## src/rtl/ram_pkg.sv

```systemverilog
// ============================================================================
// Module : ram_pkg
// Brief  : Shared types, default geometry and width helper for param_sync_ram.
// Rev    : 1.0  initial release
// ============================================================================
`default_nettype none

package ram_pkg;

  typedef enum logic {CLEAR, READY} ram_state_t;

  localparam int DEF_DATA_W = 8;
  localparam int DEF_DEPTH  = 32;

  // A single-word memory still needs a one-bit address port.
  function automatic int addr_width(input int depth);
    return (depth > 1) ? $clog2(depth) : 1;
  endfunction

endpackage

`default_nettype wire

```

## src/rtl/ram_array.sv

```systemverilog
// ============================================================================
// Module : ram_array
// Brief  : Plain DATA_W x DEPTH storage, one write port, combinational read.
// Rev    : 1.0  initial release
// ============================================================================
`default_nettype none

module ram_array #(
  parameter int DATA_W = 8,
  parameter int DEPTH  = 32,
  parameter int ADDR_W = 5
) (
  input  logic              clk,
  input  logic              we_i,
  input  logic [ADDR_W-1:0] waddr_i,
  input  logic [DATA_W-1:0] wdata_i,
  input  logic [ADDR_W-1:0] raddr_i,
  output logic [DATA_W-1:0] rdata_o
);

  logic [DATA_W-1:0] mem_q [DEPTH];

  always_ff @(posedge clk) begin
    if (we_i) begin
      mem_q[waddr_i] <= wdata_i;
    end
  end

  assign rdata_o = mem_q[raddr_i];

endmodule

`default_nettype wire

```

## src/rtl/param_sync_ram.sv

```systemverilog
// ============================================================================
// Module : param_sync_ram
// Brief  : Single-port synchronous RAM with post-reset clear sweep, registered
//          read + valid strobe, write-first bypass and out-of-range flag.
// Rev    : 1.0  initial release
// ============================================================================
`default_nettype none

module param_sync_ram
  import ram_pkg::*;
#(
  parameter int              DATA_W         = DEF_DATA_W,
  parameter int              DEPTH          = DEF_DEPTH,
  parameter bit              CLEAR_ON_RESET = 1'b1,
  parameter logic [DATA_W-1:0] CLEAR_VALUE  = '0,
  localparam int             ADDR_W         = addr_width(DEPTH)
) (
  input  logic              clk,
  input  logic              rst,
  input  logic              rd,
  input  logic              wr,
  input  logic [ADDR_W-1:0] adr,
  input  logic [DATA_W-1:0] WriteData,
  output logic [DATA_W-1:0] ReadData,
  output logic              rd_valid,
  output logic              busy,
  output logic              adr_err
);

  localparam int                AW1       = ADDR_W + 1;
  localparam logic [ADDR_W:0]   DEPTH_EXT = AW1'(DEPTH);
  localparam logic [ADDR_W-1:0] LAST_CNT  = ADDR_W'(DEPTH - 1);

  ram_state_t        state_q;
  logic [ADDR_W-1:0] cnt_q;
  logic [DATA_W-1:0] read_data_q, read_data_d;
  logic              rd_valid_q, rd_valid_d;
  logic              adr_err_q, adr_err_d;

  logic              adr_ok;
  logic              accept_rd, accept_wr;
  logic              ram_we;
  logic [ADDR_W-1:0] ram_waddr;
  logic [DATA_W-1:0] ram_wdata;
  logic [DATA_W-1:0] ram_rdata;

  assign adr_ok    = ({1'b0, adr} < DEPTH_EXT);
  assign accept_rd = (state_q == READY) && rd;
  assign accept_wr = (state_q == READY) && wr;

  always_comb begin
    ram_we      = 1'b0;
    ram_waddr   = adr;
    ram_wdata   = WriteData;
    read_data_d = read_data_q;
    rd_valid_d  = accept_rd;
    adr_err_d   = (accept_rd || accept_wr) && !adr_ok;
    if (state_q == CLEAR) begin
      ram_we    = !rst;
      ram_waddr = cnt_q;
      ram_wdata = CLEAR_VALUE;
    end else begin
      ram_we = !rst && accept_wr && adr_ok;
    end
    // Write-first: a same-cycle write wins over the stored word.
    if (accept_rd) begin
      if (!adr_ok) begin
        read_data_d = '0;
      end else if (wr) begin
        read_data_d = WriteData;
      end else begin
        read_data_d = ram_rdata;
      end
    end
  end

  always_ff @(posedge clk) begin
    if (rst) begin
      state_q     <= CLEAR_ON_RESET ? CLEAR : READY;
      cnt_q       <= '0;
      read_data_q <= '0;
      rd_valid_q  <= 1'b0;
      adr_err_q   <= 1'b0;
    end else begin
      read_data_q <= read_data_d;
      rd_valid_q  <= rd_valid_d;
      adr_err_q   <= adr_err_d;
      if (state_q == CLEAR) begin
        if (cnt_q == LAST_CNT) begin
          state_q <= READY;
        end else begin
          cnt_q <= cnt_q + 1'b1;
        end
      end
    end
  end

  ram_array #(
    .DATA_W (DATA_W),
    .DEPTH  (DEPTH),
    .ADDR_W (ADDR_W)
  ) u_array (
    .clk     (clk),
    .we_i    (ram_we),
    .waddr_i (ram_waddr),
    .wdata_i (ram_wdata),
    .raddr_i (adr),
    .rdata_o (ram_rdata)
  );

  assign ReadData = read_data_q;
  assign rd_valid = rd_valid_q;
  assign adr_err  = adr_err_q;
  assign busy     = (state_q == CLEAR);

endmodule

`default_nettype wire

```

## config.mk

```make
export PLATFORM = sky130hd
export DESIGN_NAME = param_sync_ram
export DESIGN_NICKNAME = d
export VERILOG_FILES = /design/src/rtl/ram_pkg.sv /design/src/rtl/ram_array.sv /design/src/rtl/param_sync_ram.sv
export SDC_FILE = /design/constraint.sdc
export NUM_CORES = 1
export LEC_CHECK = 0
export ABC_AREA = 1
export CORE_MARGIN = 8
export CORE_UTILIZATION = 45
export CTS_CLUSTER_SIZE = 20
export DETAILED_ROUTE_END_ITERATION = 10
export MAX_ROUTING_LAYER = met4
export PLACE_DENSITY = 0.68
export REMOVE_ABC_BUFFERS = 1
export SYNTH_ARGS = -nofsm -noshare
export SYNTH_HDL_FRONTEND = slang
export SYNTH_SLANG_ARGS = --single-unit
```

## constraint.sdc

```tcl
create_clock -name clk -period 4.1 [get_ports clk]
set_clock_uncertainty 0.05 [all_clocks]
set_input_delay 0.41 -clock clk [delete_from_list [all_inputs] [get_ports clk]]
set_output_delay 0.41 -clock clk [all_outputs]
set_load 0.02 [all_outputs]
```

* Word level (Yosys, flattened, before mapping)
Memories as Yosys holds them, arrays and structs flattened. A register that Yosys moved wholly into a read port is not among the register bits.
Cells that the tools add are included.
W data, S select, Z words.
** Word-level totals
- Output and inout port bits :: 11
- Memories :: 1
- RAM bits :: 256
- ROM bits :: 0
- Latch bits :: 0
- Bits in registers :: 7
** Operators by class
- Shift-type cells :: 0
- Add/sub/neg operators :: 1
- Bitwise operators :: 2
- Equality and inequality tests :: 1
- $lt $le $gt $ge :: 0
- Multiplexer cells :: 7
- Reduce and logical (&&, ||, !) cells :: 5
- Multipliers :: 0
- Divide/modulo/power cells :: 0
** Memory list
- u_array.mem_q :: depth 32, bits a word 8, rd ports 1, clocked after memory_dff 1, wr ports 1, RTL line ram_array.sv:21 : logic [DATA_W-1:0] mem_q [DEPTH];
** Operators with widths (number)
- $mux W8 :: 1
- $add A5 B1 Y5 const B :: 1
- $eq A5 B5 Y1 const B :: 1
- $mux W1 :: 5
- $mux W5 :: 1
- $logic_and A1 B1 Y1 :: 3
- $not A1 Y1 :: 2
- $reduce_and A2 Y1 :: 1
- $logic_not A1 Y1 :: 1

* Depth between registers and ports, before layout
Gate-level depths: netlist (run 1).
- Word-level depth :: 5
- Gate-level depth with buffers :: 12
- Depth with buffers taken out :: 10

* Hierarchy
From an unflattened synthesis (run 1), not the netlist that was laid out.
** Unflattened totals
- Cell total of the unflattened synthesis :: 1056
- Area, all modules :: 11507.3 sq um
** By module, submodules not included
- ram_array :: instances 1, cells each 914, area each 10626.4 sq um
- param_sync_ram :: instances 1, cells each 142, area each 880.8 sq um

* Least setup slack after synthesis (run 1)
OpenSTA, ideal clock, no wires.
- Kind :: in2reg
- Start point :: input port adr[1]
- End point :: memory u_array.mem_q[0][0], enable pin
- Data arrival time :: 1631 ps
- Stages :: 7
- Required time :: 3680 ps
- Setup slack :: 2049 ps
- Setup time :: 370 ps
- Cells stage by stage :: inv_1 > buf_2 > buf_2 > a21oi_1 > inv_1 > nand3_1 > nor2_1
** Between the ends
- Longest elaborated chain between the ends :: 1
** Ends and longest elaborated chain
- start: declaration :: RTL line param_sync_ram.sv:22 : input logic [ADDR_W-1:0] adr,
- $mux W5 :: RTL line param_sync_ram.sv:58 : if (state_q == CLEAR) begin
- end: declaration :: RTL line ram_array.sv:21
Every way passes these cells.

* Worst setup path in the final report (run 1)
- Start point :: register state_q
- End point :: memory u_array.mem_q[23][5], enable pin
** Between the ends
- Longest elaborated chain between the ends :: 5
- Elaborated cells between the ends (all ways) :: 6
** Ends and longest elaborated chain
- start: declaration :: RTL line param_sync_ram.sv:34 : ram_state_t state_q;
- start signal: assignment :: RTL line param_sync_ram.sv:79 : state_q <= CLEAR_ON_RESET ? CLEAR : READY;
- $logic_and A1 B1 Y1 :: RTL line param_sync_ram.sv:49 : assign accept_wr = (state_q == READY) && wr;
- $logic_and A1 B1 Y1 :: RTL line param_sync_ram.sv:63 : ram_we = !rst && accept_wr && adr_ok;
- $mux W1 :: RTL line param_sync_ram.sv:58
- $mux W1 :: RTL line ram_array.sv:24 : if (we_i) begin
- $mux W1 (implied by the code) :: RTL line ram_array.sv:25 : mem_q[waddr_i] <= wdata_i;
Several ways; a longest one is shown, not always the timed one.

==> results, run 1 <==
- The flow ran to the end, and the final reports show no timing, DRC or antenna violations.
- In this run the post-CTS setup repair buffer count came out at 0.
- The post-synthesis cell type count is 28.
- The startpoint kind of the worst setup timing path is a flip-flop.
- The detailed placement HPWL is 18.1 mm.
- The count of vias placed by the detailed router is 7866.
- The floorplan core area is 25200 um^2.
- The total clock buffers created by CTS is 28.
- The multi-input combinational cells in the finished layout cover a total of 2960 um^2.
- After detailed routing, the number of vias per cell comes to 5.46.
- The number of buffers and inverters on the critical path is 1.
- The required time of the worst setup path is 4.23 ns.
- Across the run, the number of max-cap violations was 0.
- Setup repair after global routing left no endpoint under its margin.
- In this run the number of H-tree levels came out at 1.
- The count of buffers added on input and output ports is 26.
- The design internal power is 4.59 mW.
- After technology mapping, the gate count stands at 1078.
- Clock-pin slew was measured on the worst setup and hold paths at 0.06 ns.
- The register area is 7990 um^2.
- In this run the cell area of the synthesized design comes to 11500 um^2.
- The cell row count is 58.
- The wire length of the first global-routing pass is 43.7 mm.
- The overall power consumption is 5.84 mW.
- For this run, the total global-route usage over all layers was measured as 18.7%.
- For this run the aggregate overflow at the end of global routing stands at 0.
- The via count of the first global-routing pass is 7474.
- The worst setup path is of the flip-flop to flip-flop kind.
- The final worst-path cycle share is 71.3%.
- The number of storage elements in the synthesis netlist is 271.
- In the layout the commonest cells are nand2_1 (368), edfxtp_1 (256), nand3_1 (211), nor2_1 (61), inv_1 (55).
- The worst pin sits at a relative slew slack of 41.6%.
- Prior to clock tree synthesis, the placed netlist has a worst setup slack of 0.776 ns.
- The switching power total is 1.25 mW.
- The most frequent cell on the critical path is nor2_1.
- The number of ports placed on the die boundary is 28.
- For this design the static power due to leakage is 4.94 nW.
- The die outline area is 31000 um^2.
- In the final layout, the share of cells above drive strength 1 is 6.58%.
- At the end of routability-driven placement, the weighted congestion stood at 0.894.
- The average detailed-routed wire length per instance is 19.8 um.
- The height of the die is 176 um.
- The shortest clock period the worst path allows after layout is 2.92 ns.
- Per report_power, the combinational group accounts for 5.5% of the total.
- Leaving out fill and tap cells, the most frequent cell in the layout is nand2_1.
- Setup violations remaining at the end of the flow were counted as 0.
- The endpoint class of the critical path is a flip-flop.
- The number of warnings reported in the yosys synthesis log is 0.
- Sequential elements use 69.2% of the synthesized area.
- The total of cells resized after clock tree synthesis is 0.
- The class of the tightest hold or removal check is flip-flop to flip-flop.
- The worst-case IR drop observed on VDD is 0.363 mV.
- The switching share of total power is 21.4%.
- The worst path arrival time is 3.05 ns.
- Once layout is complete, the utilization of the core stands at 51.1%.
- After detailed routing, the number of remaining DRC violations is 0.
- The clock sink count is 271.
- Counting the fill cells in the layout gives 2190.
- The peak per-stage delay on the critical path is 0.76 ns.
- The cell total after placement is 1393.
- The clock reaches the later pin of the worst-skew pair after 0.54 ns.
- The sequential share of power is 51.6%.
- The cell family contributing the most delay on the critical path is simple AND/OR/NAND/NOR gates.
- In the post-route analysis, the smallest setup slack over all paths is 1.18 ns.
- The clock tree root buffer cell is clkbuf_16.
- After routing, the total negative slack on setup checks comes to 0 ns.
- The iteration-0 DRC count of the detailed router is 1003.
- The quantity of hold-fixing buffers added after cts is 0.
- Based on the critical path, the design can be clocked at up to 0.342 GHz.
- The count of nets left with antenna violations once routing finished came out at 0.
- The count of pins over their slew limit came to 0.
- The pin count of the biggest net entering global routing is 74.
- The sum of routed wire length over all layers is 28.5 mm.
- TritonCTS built the clock tree.
- At the end of the flow, the number of nets in the layout was 1112.
- The mean area per synthesized cell is 10.7 um^2.
- The repair_antennas step left the layout with diodes totalling 0.
- The master of the slowest instance on the critical path is nor2_1.
- For this design the ratio of total power to cell area is 453 nW/um^2.
- The number of standard cells in the final layout excluding fillers is 1440.
- The final hold violation count is 0.
- The initial core utilization is 45.9%.
- The synthesis-to-finish area growth is 11.5%.
- The transition time at the pin with the least slew margin is 0.874 ns.
- Of all nets on the critical path, the largest fanout is 11.
- The first detailed-routing pass ran for 6 iterations.
- The die is 176 um wide.
- The clock passes through at most 3 buffers.
- The clock network accounts for 42.9% of the total power.
- The critical path goes through buf_4, nor2_1, a21oi_1, nand3_1, nor2_1.
- The initial antenna violation count was 0.
synth_stat cells:
library cell,number,share of area (%)
nand2_1,368,12
edfxtp_1,256,67
nand3_1,211,9.1
nor2_1,61,2.0
inv_1,57,1.9
buf_2,22,0.95
dfxtp_1,15,2.6
o21ai_0,13,0.56
a21oi_1,11,0.48
buf_1,10,0.33
buf_4,10,0.65
buf_6,10,0.98
clkbuf_1,7,0.23
inv_2,4,0.13
a21oi_2,3,0.23
nor2_2,3,0.16
ha_1,2,0.22
nand2_2,2,0.11
nor3_1,2,0.087
o211ai_1,2,0.13
o21ai_2,2,0.15
clkinv_1,1,0.032
clkinv_2,1,0.043
conb_1,1,0.032
nand3b_4,1,0.17
nand4_1,1,0.054
nor3_2,1,0.087
xnor2_1,1,0.076
logic make-up (layout without fill, tap and decap cells):
family | after synthesis | count (layout) | synth area share [%]
simple gates | 650 | 650 | 23.8
flops | 271 | 271 | 69.2
xor+xnor | 1 | 1 | 0.0759
buf+inv | 122 | 154 | 5.19
compound gates | 31 | 31 | 1.55
fa+ha+maj | 2 | 2 | 0.217
other cells | 1 | 1 | 0.0325
sequential cells by signal, indices dropped and copies added, names as in the netlist:
signal,cells
u_array.mem_q,256
ReadData,8
cnt_q,5
state_q,1
rd_valid,1
layer usage:
metal	routed length (um)	vias up	track usage, %
met5	0	-	-
met4	864	0	6.22
met3	2530	70	2.65
met2	13000	401	28.4
met1	12100	3715	25.6
li1	-	3680	-
path summary, 6_finish.rpt:
kind | slack [ns] | endpoint | from | cells after the start
max | 1.18 | u_array.mem_q[23][5]$_DFFE_PP_ | state_q$_SDFF_PP0_ | 5
min | 0.49 | cnt_q[3]$_SDFFE_PP0P_ | cnt_q[3]$_SDFFE_PP0P_ | 2
max reg2reg | 1.18 | u_array.mem_q[23][5]$_DFFE_PP_ | state_q$_SDFF_PP0_ | 5
min reg2reg | 0.49 | cnt_q[3]$_SDFFE_PP0P_ | cnt_q[3]$_SDFFE_PP0P_ | 2
worst reg2reg max path, stage by stage, from the launching register on:
cell and delay (ns):
dfxtp_1 0.63, buf_4 0.28, nor2_1 0.08, a21oi_1 0.23, nand3_1 0.54, nor2_1 0.76
power groups by stage:
stage / combinational (mW) / sequential, mW / clock (mW)
CTS: 0.320 / 3.01 / 2.53
finish: 0.324 / 3.01 / 2.51
global route: 0.355 / 3.01 / 2.63
global placement: 0.315 / 3.07 / 0
detailed placement: 0.319 / 3.07 / 0
floorplan: 0.181 / 3.07 / 0
final cells by class:
type / instances / area share [%]
multi-input combinational: 685 / 23.0
clock buffer: 34 / 5.62
inverter: 63 / 1.85
sequential: 271 / 62.0
clock inverter: 13 / 1.31
tap: 330 / 3.21
timing repair buffer: 44 / 3.01
per-stage QoR:
stage / area (um^2) / hold slack [ns]
floorplan: 11200 / 0.430
global placement: 12000 / 0.461
detailed placement: 12000 / 0.480
CTS: 12900 / 0.481
global route: 12900 / 0.504
finish: 12900 / 0.494
No activity file was read; power rests on OpenSTA's default activity.
==> inputs of run 2 (changes only) <==
--- a/config.mk
+++ b/config.mk
@@ -11,7 +11,7 @@
 export CTS_CLUSTER_SIZE = 20
 export DETAILED_ROUTE_END_ITERATION = 10
 export MAX_ROUTING_LAYER = met4
-export PLACE_DENSITY = 0.68
+export PLACE_DENSITY = 0.7
 export REMOVE_ABC_BUFFERS = 1
 export SYNTH_ARGS = -nofsm -noshare
 export SYNTH_HDL_FRONTEND = slang
==> constraint.sdc (replaced) <==
create_clock -name clk -period 2.6 [get_ports clk]
set_clock_uncertainty 0.05 [all_clocks]
set_input_delay 0.26 -clock clk [delete_from_list [all_inputs] [get_ports clk]]
set_output_delay 0.26 -clock clk [all_outputs]
set_load 0.02 [all_outputs]
==> results, run 2 (synthesis results as in run 1) <==
- The routed length on met1 was 12.0 mm (-0.59%).
- The clock tree root buffer cell is clkbuf_16.
- The number of buffers inserted by port buffering was 26 (unchanged).
- The count of fill cells added during filler insertion is 2127 (-2.9%).
- The highest metal layer with signal wires is met4.
- The antenna cell count is 0 (unchanged).
- The clock transition at the registers of the reported paths is 0.06 ns (about the same).
- The worst voltage drop across the vdd grid was 0.454 mV (+25%).
- The number of standard cells in the final layout excluding fillers is 1491 (+3.5%).
- The worst setup path is captured at a flip-flop.
- The pre-CTS setup slack is 0.263 ns (-0.513 ns).
- The highest net fanout along the worst path was 18 (+7).
- The shortest clock period the worst path allows after layout is 2.09 ns (-0.832 ns).
- The routed length on met3 is 2.08 mm (-18%).
- The count of vias placed by the detailed router is 7939 (+0.93%).
- In this run the critical register-to-register path is launched from state_q$_SDFF_PP0_.
- Relative to the synthesized area, the layout overhead comes to 15.5%.
- In this run the most critical hold path is launched from rst.
- The height of the die came to 176 um (unchanged).
- The pin count of the biggest net entering global routing is 67 (-9.5%).
- The residual overflow from global routing is 0 (unchanged).
- The total of cells resized after clock tree synthesis was 0 (unchanged).
- The total clock buffers created by CTS came to 28 (unchanged).
- The maximum frequency from static timing analysis was 0.478 GHz (+40%).
- The iteration-0 DRC count of the detailed router came to 767 (-24%).
- STA classifies the critical path startpoint as a flip-flop.
- The worst hold slack after final layout came to 0.297 ns (-0.197 ns).
- The post-CTS setup-driven buffer insertion count is 0 (unchanged).
- The DRC violations left is 0 (unchanged).
- The initial antenna violation count came to 0 (unchanged).
- The end point of the worst hold path is state_q$_SDFF_PP0_.
- The switching power total is 1.96 mW (+57%).
- The worst path arrival time is 2.28 ns (-0.77 ns).
- The run finished with clean final reports.
- The most common library cell in the layout ignoring fill and taps is nand2_1.
- The cell depth of the worst flop-to-flop path is 6 (+1).
- The global-route total usage across every layer came to 18.6% (-0.11 points).
- The final weighted congestion in routability-driven placement is 0.882 (-1.4%).
- The floorplan core area is 25200 um^2 (unchanged).
- The sum of routed wire length over all layers is 28.0 mm (-1.7%).
- Setup repair after global routing left no endpoint under its margin.
- The cell row count is 58 (unchanged).
- The number of detailed-routing iterations run before antenna repair is 6 (unchanged).
- The number of violations of the max-capacitance limit was 0 (unchanged).
- The final antenna-violating net count was 0 (unchanged).
- The setup-violating endpoint count in the final report is 0 (unchanged).
- The transition time at the pin with the least slew margin is 0.594 ns (-0.280 ns).
- The latest clock arrival within the worst-skew pair is 0.54 ns (about the same).
- The power share of the clock group is 43.1% (+0.2 points).
- The cell depth of the worst hold path is 2 (unchanged).
- The initial core utilization is 45.9% (unchanged).
- The required time of the worst setup path came to 2.79 ns (-1.44 ns).
- The combinational cell fraction of total power is 5.8% (+0.3 points).
- The remaining max-slew budget at the tightest pin is 60.3% (+19 points).
- TritonCTS built the clock tree.
- The quantity of hold-fixing buffers added after cts is 0 (unchanged).
- The top cell types in the final layout, fill and taps aside, are nand2_1 (368), edfxtp_1 (256), nand3_1 (211), nor2_1 (61), buf_4 (59).
- The detailed placement HPWL is 18.0 mm (-0.46%).
- The cell leakage power is 5.24 nW (+6.1%).
- The total number of H-tree levels is 1 (unchanged).
- The final worst-path cycle share is 80.4% (+9.1 points).
- The switching share of total power is 21.1% (-0.30 points).
- The chip width is 176 um (unchanged).
- The kind of critical path is flip-flop to flip-flop.
- The count of nets after finishing was 1158 (+4.1%).
- The final worst setup slack came to 0.510 ns (-0.668 ns).
- The ratio of cells with drive above 1 in the final layout is 10.9% (+4.3 points).
- The min-delay analysis places its worst path in the category input pin to flip-flop.
- The final hold violation count is 0 (unchanged).
- The sequential share of power came to 51.2% (-0.4 points).
- The die outline area is 31000 um^2 (unchanged).
- The count of pins over their slew limit is 0 (unchanged).
- The number of ports placed on the die boundary is 28 (unchanged).
- The clock sink count is 271 (unchanged).
- Ranked by flip-flop count, first place goes to u_array.mem_q.
- The cell total after placement came to 1439 (+3.3%).
- The average detailed-routed wire length per instance is 18.8 um (-5.1%).
- The mean number of vias per cell came to 5.32 (-2.5%).
- The via count of the first global-routing pass came to 7640 (+2.2%).
- The number of buffers on the longest clock path is 3 (unchanged).
- The flip-flop count of the largest register, all copies and words added is 256 (unchanged).
- The design internal power was 7.32 mW (+60%).
- The total power density per cell area came to 696 nW/um^2 (+53%).
- The wire length of the first global-routing pass was 43.2 mm (-0.96%).
- The amount of wire on met2 after detailed routing is 12.8 mm (-2.2%).
- The slack of the worst reg-to-reg path came to 0.51 ns (-0.67 ns).
- The worst register-to-register path ends at u_array.mem_q[4][7]$_DFFE_PP_.
==> run 2: cell count changes in the layout (fill, tap and decap cells not counted) <==
cell        delta
buf_4         +40
buf_12         +6
clkinv_2       +4
clkbuf_8       +3
clkinv_1       -3
bufinv_16      -1
clkbuf_16      +1
clkinv_8       -1
clkinvlp_4     +1
inv_1          +1
==> run 2: per-stage QoR <==
step | total power [mW] | utilization (%) | TNS (ns) | area (um^2)
floorplan | 5.12 | - | -0.0589 | 11200
detailed placement | 5.37 | 49.3 | 0 | 12400
global route | 9.56 | 53.0 | 0 | 13300
CTS | 9.31 | 53.0 | 0 | 13300
finish | 9.28 | 53.0 | 0 | 13300
global placement | 5.36 | 49.3 | 0 | 12400
==> run 2: worst max-delay path by stage <==
stage | start | to | cells after the start
2_1_floorplan | adr[1] | u_array.mem_q[0][0]$_DFFE_PP_ | 5
3_3_place_gp | wr | u_array.mem_q[13][1]$_DFFE_PP_ | 6
3_5_place_dp | wr | u_array.mem_q[29][6]$_DFFE_PP_ | 6
4_1_cts | state_q$_SDFF_PP0_ | u_array.mem_q[4][3]$_DFFE_PP_ | 6
5_1_grt | state_q$_SDFF_PP0_ | u_array.mem_q[25][5]$_DFFE_PP_ | 7
6_report | state_q$_SDFF_PP0_ | u_array.mem_q[4][7]$_DFFE_PP_ | 6
==> run 2: per-layer routing <==
metal,vias to the layer above,track usage (%)
met5,-,-
met4,0,7.81
met3,75,2.73
met2,340,28.8
met1,3750,24.3
li1,3774,-
==> run 2: cell type report <==
type	count	area [um^2]	share of cell area (%)
Sequential cell	271	7990	59.9
Multi-Input combinational cell	685	2960	22.2
Timing Repair Buffer	90	808	6.06
Clock buffer	38	790	5.92
Tap cell	330	413	3.10
Inverter	63	238	1.78
Clock inverter	14	143	1.07
==> run 2: worst max-delay path, stage by stage (launching register included) <==
cell and delay [ns]:
dfxtp_1 0.36, buf_4 0.27, a21oi_1 0.14, inv_1 0.09
nand3_1 0.40, nor2_1 0.27, buf_4 0.20
==> run 2: power groups by stage <==
stage	logic [mW]	clock network (mW)	registers (mW)
3_3_place_gp	0.522	0	4.84
6_report	0.535	4.00	4.75
3_5_place_dp	0.528	0	4.84
4_1_cts	0.532	4.03	4.75
2_1_floorplan	0.286	0	4.84
5_1_grt	0.588	4.22	4.75
